--- config.mk ---
export PLATFORM = sky130hd
export DESIGN_NAME = i2c_scl_timing_gen
export DESIGN_NICKNAME = d
export VERILOG_FILES = /design/src/rtl/i2c_pkg.sv /design/src/rtl/sync_2ff.sv /design/src/rtl/i2c_scl_timing_gen.sv
export SDC_FILE = /design/constraint.sdc
export NUM_CORES = 1
export LEC_CHECK = 0
export ABC_AREA = 1
export CAP_MARGIN = 20
export CORE_ASPECT_RATIO = 1.1
export CORE_UTILIZATION = 50
export DETAILED_ROUTE_END_ITERATION = 10
export PLACE_DENSITY = 0.77
export SYNTH_ARGS = -nofsm -noshare
export SYNTH_HDL_FRONTEND = slang
export SYNTH_HIERARCHICAL = 1
export SYNTH_SLANG_ARGS = --single-unit
--- constraint.sdc ---
create_clock -name clk -period 3.2 [get_ports clk]
set_input_delay 0.32 -clock clk [delete_from_list [all_inputs] [get_ports clk]]
set_output_delay 0.32 -clock clk [all_outputs]
set_load 0.1 [all_outputs]
--- src/rtl/i2c_pkg.sv ---
`default_nettype none
// ============================================================================
//  Module      : i2c_pkg
//  Description : Shared types and constants for the I2C SCL timing generator.
//                - i2c_phase_t : quarter of the SCL bit period (Q0..Q3)
//                - quarter-to-(scl,data_clk) level table and lookup function
//                - SYNC_STAGES : depth of the SCL input synchroniser
//  Revision    : 1.0 - initial release
// ============================================================================
package i2c_pkg;

    typedef enum logic [1:0] {
        Q0 = 2'd0,
        Q1 = 2'd1,
        Q2 = 2'd2,
        Q3 = 2'd3
    } i2c_phase_t;

    localparam int SYNC_STAGES = 2;

    // {scl, data_clk} per quarter, Q3 in the top pair and Q0 in the bottom pair:
    // Q0=(0,0) Q1=(0,1) Q2=(1,1) Q3=(1,0)
    localparam logic [7:0] c_quarter_tbl = {2'b10, 2'b11, 2'b01, 2'b00};

    function automatic logic [1:0] quarter_levels(input i2c_phase_t p);
        logic [2:0] idx;
        idx = {p, 1'b0};
        return c_quarter_tbl[idx +: 2];
    endfunction

endpackage
`default_nettype wire

--- src/rtl/sync_2ff.sv ---
`default_nettype none
// ============================================================================
//  Module      : sync_2ff
//  Description : Multi-flop synchroniser for an asynchronous level input.
//                All stages reset to 1 so an idle (released) bus is seen
//                straight out of reset.
//  Ports       : clk   - system clock
//                rst_n - asynchronous active-low reset
//                i_d   - asynchronous input level
//                o_q   - synchronised level (STAGES cycles latency)
//  Revision    : 1.0 - initial release
// ============================================================================
module sync_2ff
    import i2c_pkg::*;
#(
    parameter int STAGES = SYNC_STAGES
) (
    input  logic clk,
    input  logic rst_n,
    input  logic i_d,
    output logic o_q
);

    logic [STAGES-1:0] r_sync;

    always_ff @(posedge clk or negedge rst_n) begin
        if (!rst_n) begin
            r_sync <= '1;
        end else begin
            r_sync <= {r_sync[STAGES-2:0], i_d};
        end
    end

    assign o_q = r_sync[STAGES-1];

endmodule
`default_nettype wire

--- src/rtl/i2c_scl_timing_gen.sv ---
`default_nettype none
// ============================================================================
//  Module      : i2c_scl_timing_gen
//  Description : Four-quarter SCL / data-clock generator for the I2C master.
//                Runtime quarter divider, enable/idle, synchronised clock-
//                stretch detection with sticky timeout, per-quarter tick.
//  Ports       : clk        - system clock
//                rst_n      - asynchronous active-low reset
//                en         - 1 = generate clock, 0 = idle
//                div_i      - quarter length in clk cycles (0 treated as 1)
//                scl_ena    - master drives SCL; enables stretch detection
//                scl_in     - raw SCL pad level (asynchronous)
//                scl_clk    - SCL level to drive (1 = release)
//                data_clk   - SDA update/sample clock
//                phase      - current quarter Q0..Q3
//                qtick      - pulse on first cycle of every quarter
//                stretching - stretch hold active
//                timeout    - sticky stretch-timeout flag
//  Revision    : 1.0 - initial release
// ============================================================================
module i2c_scl_timing_gen
    import i2c_pkg::*;
#(
    parameter int CBITS   = 16,
    parameter int TO_BITS = 20,
    parameter int TIMEOUT = 2**20 - 1
) (
    input  logic             clk,
    input  logic             rst_n,
    input  logic             en,
    input  logic [CBITS-1:0] div_i,
    input  logic             scl_ena,
    input  logic             scl_in,
    output logic             scl_clk,
    output logic             data_clk,
    output logic [1:0]       phase,
    output logic             qtick,
    output logic             stretching,
    output logic             timeout
);

    localparam logic [TO_BITS-1:0] c_to_last = TO_BITS'(TIMEOUT - 1);

    i2c_phase_t         r_phase;
    logic [CBITS-1:0]   r_cnt;
    logic [CBITS-1:0]   r_div_l;
    logic [TO_BITS-1:0] r_to_cnt;
    logic               r_en_d;
    logic               r_scl_clk;
    logic               r_data_clk;
    logic               r_qtick;
    logic               r_stretching;
    logic               r_timeout;

    logic               w_scl_s;
    logic [CBITS-1:0]   w_div_eff;
    logic               w_term;
    logic               w_hold;
    logic               w_to_fire;
    logic               w_stall;
    i2c_phase_t         w_next_phase;

    sync_2ff #(
        .STAGES (SYNC_STAGES)
    ) u_scl_sync (
        .clk   (clk),
        .rst_n (rst_n),
        .i_d   (scl_in),
        .o_q   (w_scl_s)
    );

    assign w_div_eff    = (div_i == '0) ? CBITS'(1) : div_i;
    assign w_term       = (r_cnt == r_div_l - CBITS'(1));
    // A slave holding SCL low at the end of Q2 keeps the high quarter open.
    assign w_hold       = (r_phase == Q2) && w_term && scl_ena && !w_scl_s;
    // Only an ongoing stretch can time out; the last allowed cycle forces release.
    assign w_to_fire    = w_hold && r_stretching && (r_to_cnt == c_to_last);
    assign w_stall      = w_hold && !w_to_fire;
    assign w_next_phase = i2c_phase_t'(r_phase + 2'd1);

    always_ff @(posedge clk or negedge rst_n) begin
        if (!rst_n) begin
            r_phase      <= Q0;
            r_cnt        <= '0;
            r_div_l      <= CBITS'(1);
            r_to_cnt     <= '0;
            r_en_d       <= 1'b0;
            r_scl_clk    <= 1'b1;
            r_data_clk   <= 1'b0;
            r_qtick      <= 1'b0;
            r_stretching <= 1'b0;
            r_timeout    <= 1'b0;
        end else if (!en) begin
            // Idle: released bus, everything cleared including the sticky timeout.
            r_phase      <= Q0;
            r_cnt        <= '0;
            r_to_cnt     <= '0;
            r_en_d       <= 1'b0;
            r_scl_clk    <= 1'b1;
            r_data_clk   <= 1'b0;
            r_qtick      <= 1'b0;
            r_stretching <= 1'b0;
            r_timeout    <= 1'b0;
        end else if (!r_en_d) begin
            // First enabled cycle: enter Q0 with a tick and latch the divider.
            r_phase      <= Q0;
            r_cnt        <= '0;
            r_div_l      <= w_div_eff;
            r_to_cnt     <= '0;
            r_en_d       <= 1'b1;
            {r_scl_clk, r_data_clk} <= quarter_levels(Q0);
            r_qtick      <= 1'b1;
            r_stretching <= 1'b0;
        end else begin
            r_stretching <= w_stall;
            // Cleared whenever the hold ends, so it never passes c_to_last.
            r_to_cnt     <= (r_stretching && w_stall) ? r_to_cnt + TO_BITS'(1) : '0;
            if (w_to_fire) begin
                r_timeout <= 1'b1;
            end
            if (w_term && !w_stall) begin
                r_cnt   <= '0;
                r_phase <= w_next_phase;
                {r_scl_clk, r_data_clk} <= quarter_levels(w_next_phase);
                r_qtick <= 1'b1;
                // Divider only changes on a bit boundary.
                if (r_phase == Q3) begin
                    r_div_l <= w_div_eff;
                end
            end else begin
                r_qtick <= 1'b0;
                if (!w_stall) begin
                    r_cnt <= r_cnt + CBITS'(1);
                end
            end
        end
    end

    assign scl_clk    = r_scl_clk;
    assign data_clk   = r_data_clk;
    assign phase      = r_phase;
    assign qtick      = r_qtick;
    assign stretching = r_stretching;
    assign timeout    = r_timeout;

endmodule
`default_nettype wire

==> Yosys cells after proc, flatten, opt, wreduce, memory -nomap -nowiden <==
Cells that the tools add are included.
{ "totals": {"ff_bits": 62, "input_bits": 21, "elab_cells": 69} }
{ "op_classes": {"addsub": 4, "n_eq_ne": 10, "shifts": 1, "mux": 29, "n_reduce_logical": 14} }
{ "ops": {"columns": ["operator", "count"], "rows": [
  ["two-way mux 16 bit", 8],
  ["two-way mux 20 bit", 3],
  ["adder 20 x 1 -> 20 bit (second input constant)", 1],
  ["equality test 20 bit (second input constant)", 1],
  ["adder 16 x 1 -> 16 bit (second input constant)", 1],
  ["equality test 16 bit", 1],
  ["zero test 16 bit", 1],
  ["subtractor 16 x 1 -> 16 bit (second input constant)", 1],
  ["two-way mux 1 bit", 15],
  ["logical AND 1 bit", 8],
  ["!= test 2 x 1 -> 1 bit (second input constant)", 4],
  ["indexed part select 8 x 4 -> 2 bit (first input constant)", 1],
  ["two-way mux 2 bit", 3],
  ["equality test 2 bit (second input constant)", 2],
  ["!= test 4 x 3 -> 1 bit (second input constant)", 1],
  ["zero test 1 bit", 3],
  ["!= test 3 x 2 -> 1 bit (second input constant)", 1],
  ["AND reduction 3 bit", 1],
  ["adder 2 x 1 -> 2 bit (second input constant)", 1],
  ["AND reduction 2 bit", 1]
]} }

==> Depth between registers and ports, before layout <==
Gate-level depths: netlist of run 1.
{ "depth": {"word_depth": 14, "depth_mapped": 18, "ltp_nobuf": 17} }

==> Hierarchy <==
The synthesis of run 1 kept the hierarchy.
{ "by_module_without_submodules": {"columns": ["mod", "instances", "cells_each", "area_per_inst_um2", "seq_area_each_um2"], "rows": [
  ["i2c_scl_timing_gen", 1, 528, 3933.8, 1503.9],
  ["sync_2ff", 1, 2, 52.6, 52.6]
]} }

==> Worst setup path after synthesis of run 1 <==
Ideal clock, no wire load.
{ "synth_path": {"kind": "reg-to-reg", "start": "register r_stretching (netlist: stretching)", "end": "register r_cnt[8]", "setup_time_ns": 0.121, "arrival_ns": 2.222, "setup_slack_ns": 0.857, "stages_incl_launch_ff": 10, "path_cell_list": "dfrtp_1 > nand4_1 > or3_1 > nor3_2 > inv_2 > nand4_4 > buf_4 > nand2_1 > xor2_1 > nor2_1"} }
{ "synth_between": {"elab_chain_cells": 9, "elab_cells_between_ends": 10, "classes_between": "eq/ne: 1; mux: 3; reduce/logical: 6"} }
{ "synth_lines": {"columns": ["element", "line_no", "rtl"], "rows": [
  ["start: declaration", "i2c_scl_timing_gen.sv:52", "logic r_stretching;"],
  ["start signal: assignment", "i2c_scl_timing_gen.sv:115", "r_stretching <= w_stall;"],
  ["logical AND 1 bit * (2 in a row)", "i2c_scl_timing_gen.sv:77", "assign w_to_fire = w_hold && r_stretching && (r_to_cnt == c_to_last);"],
  ["zero test 1 bit *", "i2c_scl_timing_gen.sv:78", "assign w_stall = w_hold && !w_to_fire;"],
  ["logical AND 1 bit *", "i2c_scl_timing_gen.sv:78", null],
  ["zero test 1 bit", null, null],
  ["logical AND 1 bit", "i2c_scl_timing_gen.sv:121", "if (w_term && !w_stall) begin"],
  ["two-way mux 16 bit", "i2c_scl_timing_gen.sv:121", null],
  ["two-way mux 16 bit", "i2c_scl_timing_gen.sv:104", "end else if (!r_en_d) begin"],
  ["two-way mux 16 bit", "i2c_scl_timing_gen.sv:93", "end else if (!en) begin"],
  ["end signal: assignment", "i2c_scl_timing_gen.sv:133", "r_cnt <= r_cnt + CBITS'(1);"],
  ["end: declaration", "i2c_scl_timing_gen.sv:45", "logic [CBITS-1:0] r_cnt;"]
]} }
Mark *: on every way between the ends. The rest lies on a longest branch, timed or not.
A chain may end at the register's enable or synchronous reset.

==> Worst setup path in the final report of run 1 <==
{ "layout_path": {"start": "register r_div_l[0]", "end": "register r_div_l[2]"} }
{ "layout_between": {"elab_chain_cells": 13} }
{ "layout_lines": {"columns": ["element", "line_no", "rtl"], "rows": [
  ["start: declaration", "i2c_scl_timing_gen.sv:46", "logic [CBITS-1:0] r_div_l;"],
  ["start signal: assignment", "i2c_scl_timing_gen.sv:108", "r_div_l <= w_div_eff;"],
  ["start signal: assignment", "i2c_scl_timing_gen.sv:128", "r_div_l <= w_div_eff;"],
  ["subtractor 16 x 1 -> 16 bit *", "i2c_scl_timing_gen.sv:73", "assign w_term = (r_cnt == r_div_l - CBITS'(1));"],
  ["equality test 16 bit *", "i2c_scl_timing_gen.sv:73", null],
  ["logical AND 1 bit (3 in a row)", "i2c_scl_timing_gen.sv:75", "assign w_hold = (r_phase == Q2) && w_term && scl_ena && !w_scl_s;"],
  ["logical AND 1 bit (2 in a row)", "i2c_scl_timing_gen.sv:77", null],
  ["zero test 1 bit", "i2c_scl_timing_gen.sv:78", null],
  ["logical AND 1 bit", "i2c_scl_timing_gen.sv:78", null],
  ["zero test 1 bit", null, null],
  ["logical AND 1 bit *", "i2c_scl_timing_gen.sv:121", null],
  ["!= test 2 x 1 -> 1 bit (no source line) *", null, null],
  ["AND reduction 3 bit (no source line) *", null, null]
]} }
Marked as above.

==> results.toml, run 1 <==
[clock_network]
numCtsBuffers = 9
clk_pin_slew_worst_paths_ns = 0.07
post_cts_buffers = 0
cts_max_level = 3
cts.sinks = 62
cts_tree = "yes"
cts_buffer_depth = 2
cts-root-buf = "clkbuf_8"
cts-resized-gates = 0
clkLatencyLatePin_ns = 0.35
cts_hold_buf = 0

[final_layout]
fin_util_pct = 59.5
antenna_cells = 0
drive_above_1_share_pct = 13.4
fill_cells = 688
syn2layout_area_growth_pct = 13.4
fin_nets = 591

[place]
hpwl_mm = 6.27
gp_congestion = 0.928
portBuffers = 27
pre_cts_slack_ns = 0.341

[power_and_ir_drop]
power.leakage_nw = 2.05
irDropWorstVdd_mv = 0.334
power_density_nw_per_um2 = 421

[drt]
first_iter_violations = 219
viasPerCell = 5.10
vias = 3435
drt-pass1-iter-count = 6
wl_per_cell_um = 12.5
ant_nets = 0
routed_wl_mm = 8.44
remaining_drc_errors = 0

[critical_path]
rr_worst_depth = 16
critPathLaunchType = "flip-flop"
endpoint_kind = "flip-flop"
critical_path_arrival_ns = 3.11
worstPathMaxFanout = 32
cp.required_ns = 3.40
path_class = "flip-flop to flip-flop"

[floorplan]
dieWidth_um = 87.1
dieArea_um2 = 8330
die_h_um = 95.6
ios = 28
initial_core_util_pct = 52.5
row_count = 33
core-area_um2 = 7600

[sta]
min_period_over_period_pct = 91.0
slew_headroom_pct = 32.2
finalCriticalPeriod_ns = 2.91
setup_slack_ns = 0.289
final-hold-violation-count = 0
slew_viol_final = 0
grt_setup_unrepaired = "no"
setup_viol = 0
fin_tns_setup_ns = 0
tightest_slew_ns = 1.01
fmax_ghz = 0.344
fin_skew_ns = 0.00948

[outcome]
outcome = "complete, no violations"

[synth]
synth_nets = 557
ys.flop_type = "dfrtp_1"
yosys_warnings = 6
synth_edf_count = 0
yosysSeqAreaShare_pct = 39.0
netlist_area_um2 = 3990
synth_top_area_share_pct = 36.4
synth.most_common_cell = "nand2_1"
postSynthCellCount = 530
yosysTopAreaCell = "dfrtp_1"
synth-seq-cells = 62
syn_avg_cell_area_um2 = 7.52
yosys-top-cells-count = "nand2_1 (128), inv_1 (81), dfrtp_1 (58)"
synthTopCellsByArea = "dfrtp_1 (36%), nand2_1 (12%), inv_1 (7.6%)"
synth-async-reset-ratio_pct = 100
synth_cell_types = 45

[global_routing]
grt_max_degree = 49
grt_pass1_wl_mm = 14.8
overflow = 0
grt_util_all_layers_pct = 23.0
grt_pass1_vias = 3308
antenna_found_initial = 0

[run]
max-cap-violations = 0

[min_path]
hp-class = "input port to asynchronous set/reset pin"
[per-layer routing]
metal | share of wire (%) | track usage (%) | up-vias
met4 | 1.1 | 8.61 | 0
met1 | 47 | 29.4 | 1620
met2 | 48 | 38.6 | 61
met3 | 3.9 | 4.42 | 9
li1 | - | - | 1745
met5 | 0 | 0 | -
[through the flow]
| stage | std cells | hold slack [ns] | area, µm² | total power [mW] |
|---|---|---|---|---|
| final | 674 | 0.344 | 4520 | 1.90 |
| after global routing | 674 | 0.359 | 4520 | 2.01 |
| after CTS | 672 | 0.195 | 4490 | 1.91 |
| after detailed placement | 656 | 0.352 | 4320 | 1.29 |
| after global placement | 656 | 0.349 | 4320 | 1.28 |
| after floorplan | 530 | 0.0244 | 3990 | 1.18 |
[cell type report]
class	instances	area [µm²]	share of cell area [%]
sequential	62	1560	34.4
tap	105	131	2.91
multi-input combinational	375	2040	45.1
clock buffer	12	145	3.21
timing repair buffer	31	308	6.81
inverter	85	319	7.06
clock inverter	4	22.5	0.498
[sequential cells by signal, indices dropped and copies added, names as in the netlist, 2 cells and up]
| signal | count |
|---|---|
| r_div_l | 16 |
| phase | 2 |
| u_scl_sync/r_sync | 2 |
| r_to_cnt | 20 |
| r_cnt | 16 |
[report_power, final]
part | internal (mW) | switching [mW] | leakage (nW)
clock network | 0.299 | 0.320 | 0.0861
registers | 0.824 | 0.0515 | 0.825
logic | 0.154 | 0.254 | 1.14
[layout by cell type (no fill, tap or decap), drive strengths merged, types with 14 or more instances in the layout]
cell type	count
o21ai	28
clkdlybuf4s50	25
nand3	39
xor2	17
nand2	136
nor3	16
nor2	73
a21oi	14
inv	85
dfrtp	58
[final timing paths]
path,from,to,slack (ns)
min,rst_n,r_cnt[0],0.34
min in group clk,u_scl_sync/r_sync[0],u_scl_sync/r_sync[1],0.36
max reg2reg,r_div_l[0],r_div_l[2],0.29
min reg2reg,u_scl_sync/r_sync[0],u_scl_sync/r_sync[1],0.36
max,r_div_l[0],r_div_l[2],0.29
max in group asynchronous,rst_n,scl_clk,2.35
[worst max-delay path, cell delays in order, from the launching register on]
cell and delay (ns):
dfstp_2 0.54, inv_1 0.07, ha_1 0.31, nand2_1 0.08, nand2_1 0.05, nor2_1 0.13
nand3_1 0.09, nor2_1 0.16, nand2_1 0.07, nor2_1 0.18, nand3_2 0.14, nor2_4 0.15
o21ai_2 0.12, nand2_4 0.10, o211ai_4 0.32, nand2_1 0.19, o21ai_2 0.07
[cells by family (layout without fill, tap and decap cells)]
kind of cell	count (synthesis)	count (layout)	share of synthesized area, %
and+or+nand+nor	290	290	33.8
buffers and inverters	93	132	9.82
DFF	62	62	39.0
AOI/OAI and AO/OA	52	52	9.29
xor gates and xnor gates	27	27	6.12
adders and majority gates	6	6	1.88
Note: power is estimated with default switching activity, not from simulation.
==> run 2, diff against run 1 <==
- CORE_UTILIZATION: 50 -> 59
- PLACE_DENSITY: 0.77 -> 0.87
- TNS_END_PERCENT: default -> 5
==> run 2 against run 1 <==
  * Clock skew grew 0.0041 ns
  * Via count increased by 3.3%
  * Worst hold slack got worse by 0.014 ns
  * Clock power shrank 1%
  * Sequential power is essentially flat
  * Largest power group unchanged
==> results.toml, run 2 (same netlist as run 1, synthesis figures left out) <==
[global_routing]
grt_pass1_vias = 3413
grt_max_degree = 46
grt_util_all_layers_pct = 27.9
overflow = 0
grt_pass1_wl_mm = 15.1
antenna_found_initial = 0

[sta]
tightest_slew_ns = 1.02
finalCriticalPeriod_ns = 2.93
fin_tns_setup_ns = 0
setup_slack_ns = 0.268
grt_setup_unrepaired = "no"
final-hold-violation-count = 0
holdWs_ns = 0.331
slew_viol_final = 0
fin_skew_ns = 0.0136
fmax_ghz = 0.341
min_period_over_period_pct = 91.6
setup_viol = 0
slew_headroom_pct = 31.5

[power_and_ir_drop]
power_density_nw_per_um2 = 424
irDropWorstVdd_mv = 0.336
fin_total_pwr_mw = 1.91
power.leakage_nw = 2.04

[final_layout]
fin_nets = 591
final_cell_mix = "nand2_1 (128), inv_1 (81), dfrtp_1 (58), nor2_1 (57), nand3_1 (37)"
syn2layout_area_growth_pct = 12.7
top_regs = "r_to_cnt x20, r_cnt x16, r_div_l x16"
antenna_cells = 0
fin_cells = 651
fin_util_pct = 68.6
fill_cells = 523
mostFrequentLayoutCell = "nand2_1"
largest_register_ffs = 20
drive_above_1_share_pct = 13.4
top_register = "r_to_cnt"
final_cell_area_um2 = 4490

[critical_path]
worstPathMaxFanout = 32
rrSetupSlack_ns = 0.27
crit_path_top_delay_cell = "dfstp_2"
cp.required_ns = 3.39
path_class = "flip-flop to flip-flop"
crit_top_cell = "nand2_1"
endpoint_kind = "flip-flop"
critical_path_arrival_ns = 3.12
critPathMaxStageDelay_ns = 0.54
worstPathCellList = "inv_1, ha_1, inv_1, nand2_1, nand2_1, nor2_1, nand3_1, nor2_1, nand2_1, nor2_1, nand3_2, nor2_4, o21ai_2, nand2_4, o211ai_4, nand2_1, o21ai_2"
critPathLaunchType = "flip-flop"

[min_path]
hp-class = "input port to asynchronous set/reset pin"

[clock_network]
cts.sinks = 62
cts-root-buf = "clkbuf_8"
cts_max_level = 3
clkLatencyLatePin_ns = 0.34
clk_pin_slew_worst_paths_ns = 0.08
numCtsBuffers = 9
cts_tree = "yes"
cts_buffer_depth = 2
cts-resized-gates = 0

[place]
portBuffers = 27
dp.cells = 633
hpwl_mm = 6.71
gp_congestion = 0.946
dpl-instance-area_um2 = 4290
pre_cts_slack_ns = 0.345

[floorplan]
die_h_um = 88.2
core-area_um2 = 6560
initial_core_util_pct = 60.8
row_count = 31
ios = 28
dieArea_um2 = 7090
dieWidth_um = 80.4

[drt]
vias = 3550
drt-pass1-iter-count = 5
remaining_drc_errors = 0
viasPerCell = 5.45
routed_wl_mm = 8.98
ant_nets = 0
first_iter_violations = 213
wl_per_cell_um = 13.8

[run]
max-cap-violations = 0

[outcome]
outcome = "complete, no violations"
-- run 2: cell types whose count changed in the layout (fill, tap and decap cells not counted), sizes merged --
cell,change
clkinv,-1
clkinvlp,+1
-- run 2: critical path, delay by kind of cell, from the launching register on --
kind	cells	cell delay, ns
AOI/OAI and AO/OA	3	0.51
adders and majority gates	1	0.31
buffers and inverters	2	0.12
DFF	1	0.54
and+or+nand+nor	11	1.32
-- run 2: final cells by class --
class                      count  area, µm²  share of cell area (%)
sequential                    62       1560                    34.6
clock buffer                  12        145                    3.23
inverter                      85        319                    7.10
tap                           82        103                    2.28
timing repair buffer          31        308                    6.85
multi-input combinational    375       2040                    45.4
clock inverter                 4       25.0                   0.557
-- run 2: final timing paths --
path,start,endpoint,cells after the start
setup / recovery,r_div_l[0],r_div_l[2],17
hold / removal,rst_n,r_to_cnt[10],2
setup reg to reg,r_div_l[0],r_div_l[2],17
hold reg to reg,u_scl_sync/r_sync[0],u_scl_sync/r_sync[1],0
max in group asynchronous,rst_n,scl_clk,3
min in group clk,u_scl_sync/r_sync[0],u_scl_sync/r_sync[1],0
-- run 2: report_power, final --
group          internal (mW)  switching, mW
logic                  0.154          0.267
clock network          0.300          0.310
registers              0.824         0.0518
-- run 2: metal layers --
| layer | vias up | track usage (%) | wire length (µm) | part of all wire, % |
|---|---|---|---|---|
| li1 | 1742 | - | - | - |
| met1 | 1679 | 33.2 | 3790 | 42 |
| met2 | 100 | 50.0 | 4570 | 51 |
| met3 | 29 | 5.46 | 387 | 4.3 |
| met4 | 0 | 10.4 | 242 | 2.7 |
| met5 | - | 0 | 0 | 0 |
-- run 2: timing repair --
item,4_1_cts,5_1_grt
endpoints found under the hold margin,0,3
setup endpoints to repair,0,0
hold buffers,0,1
setup buffers,0,0
==> run 3, diff against run 2 <==
- SKIP_LAST_GASP: default -> 1
==> results of run 3 <==
The final DEF is identical to that of run 2; final timing and power are the same.
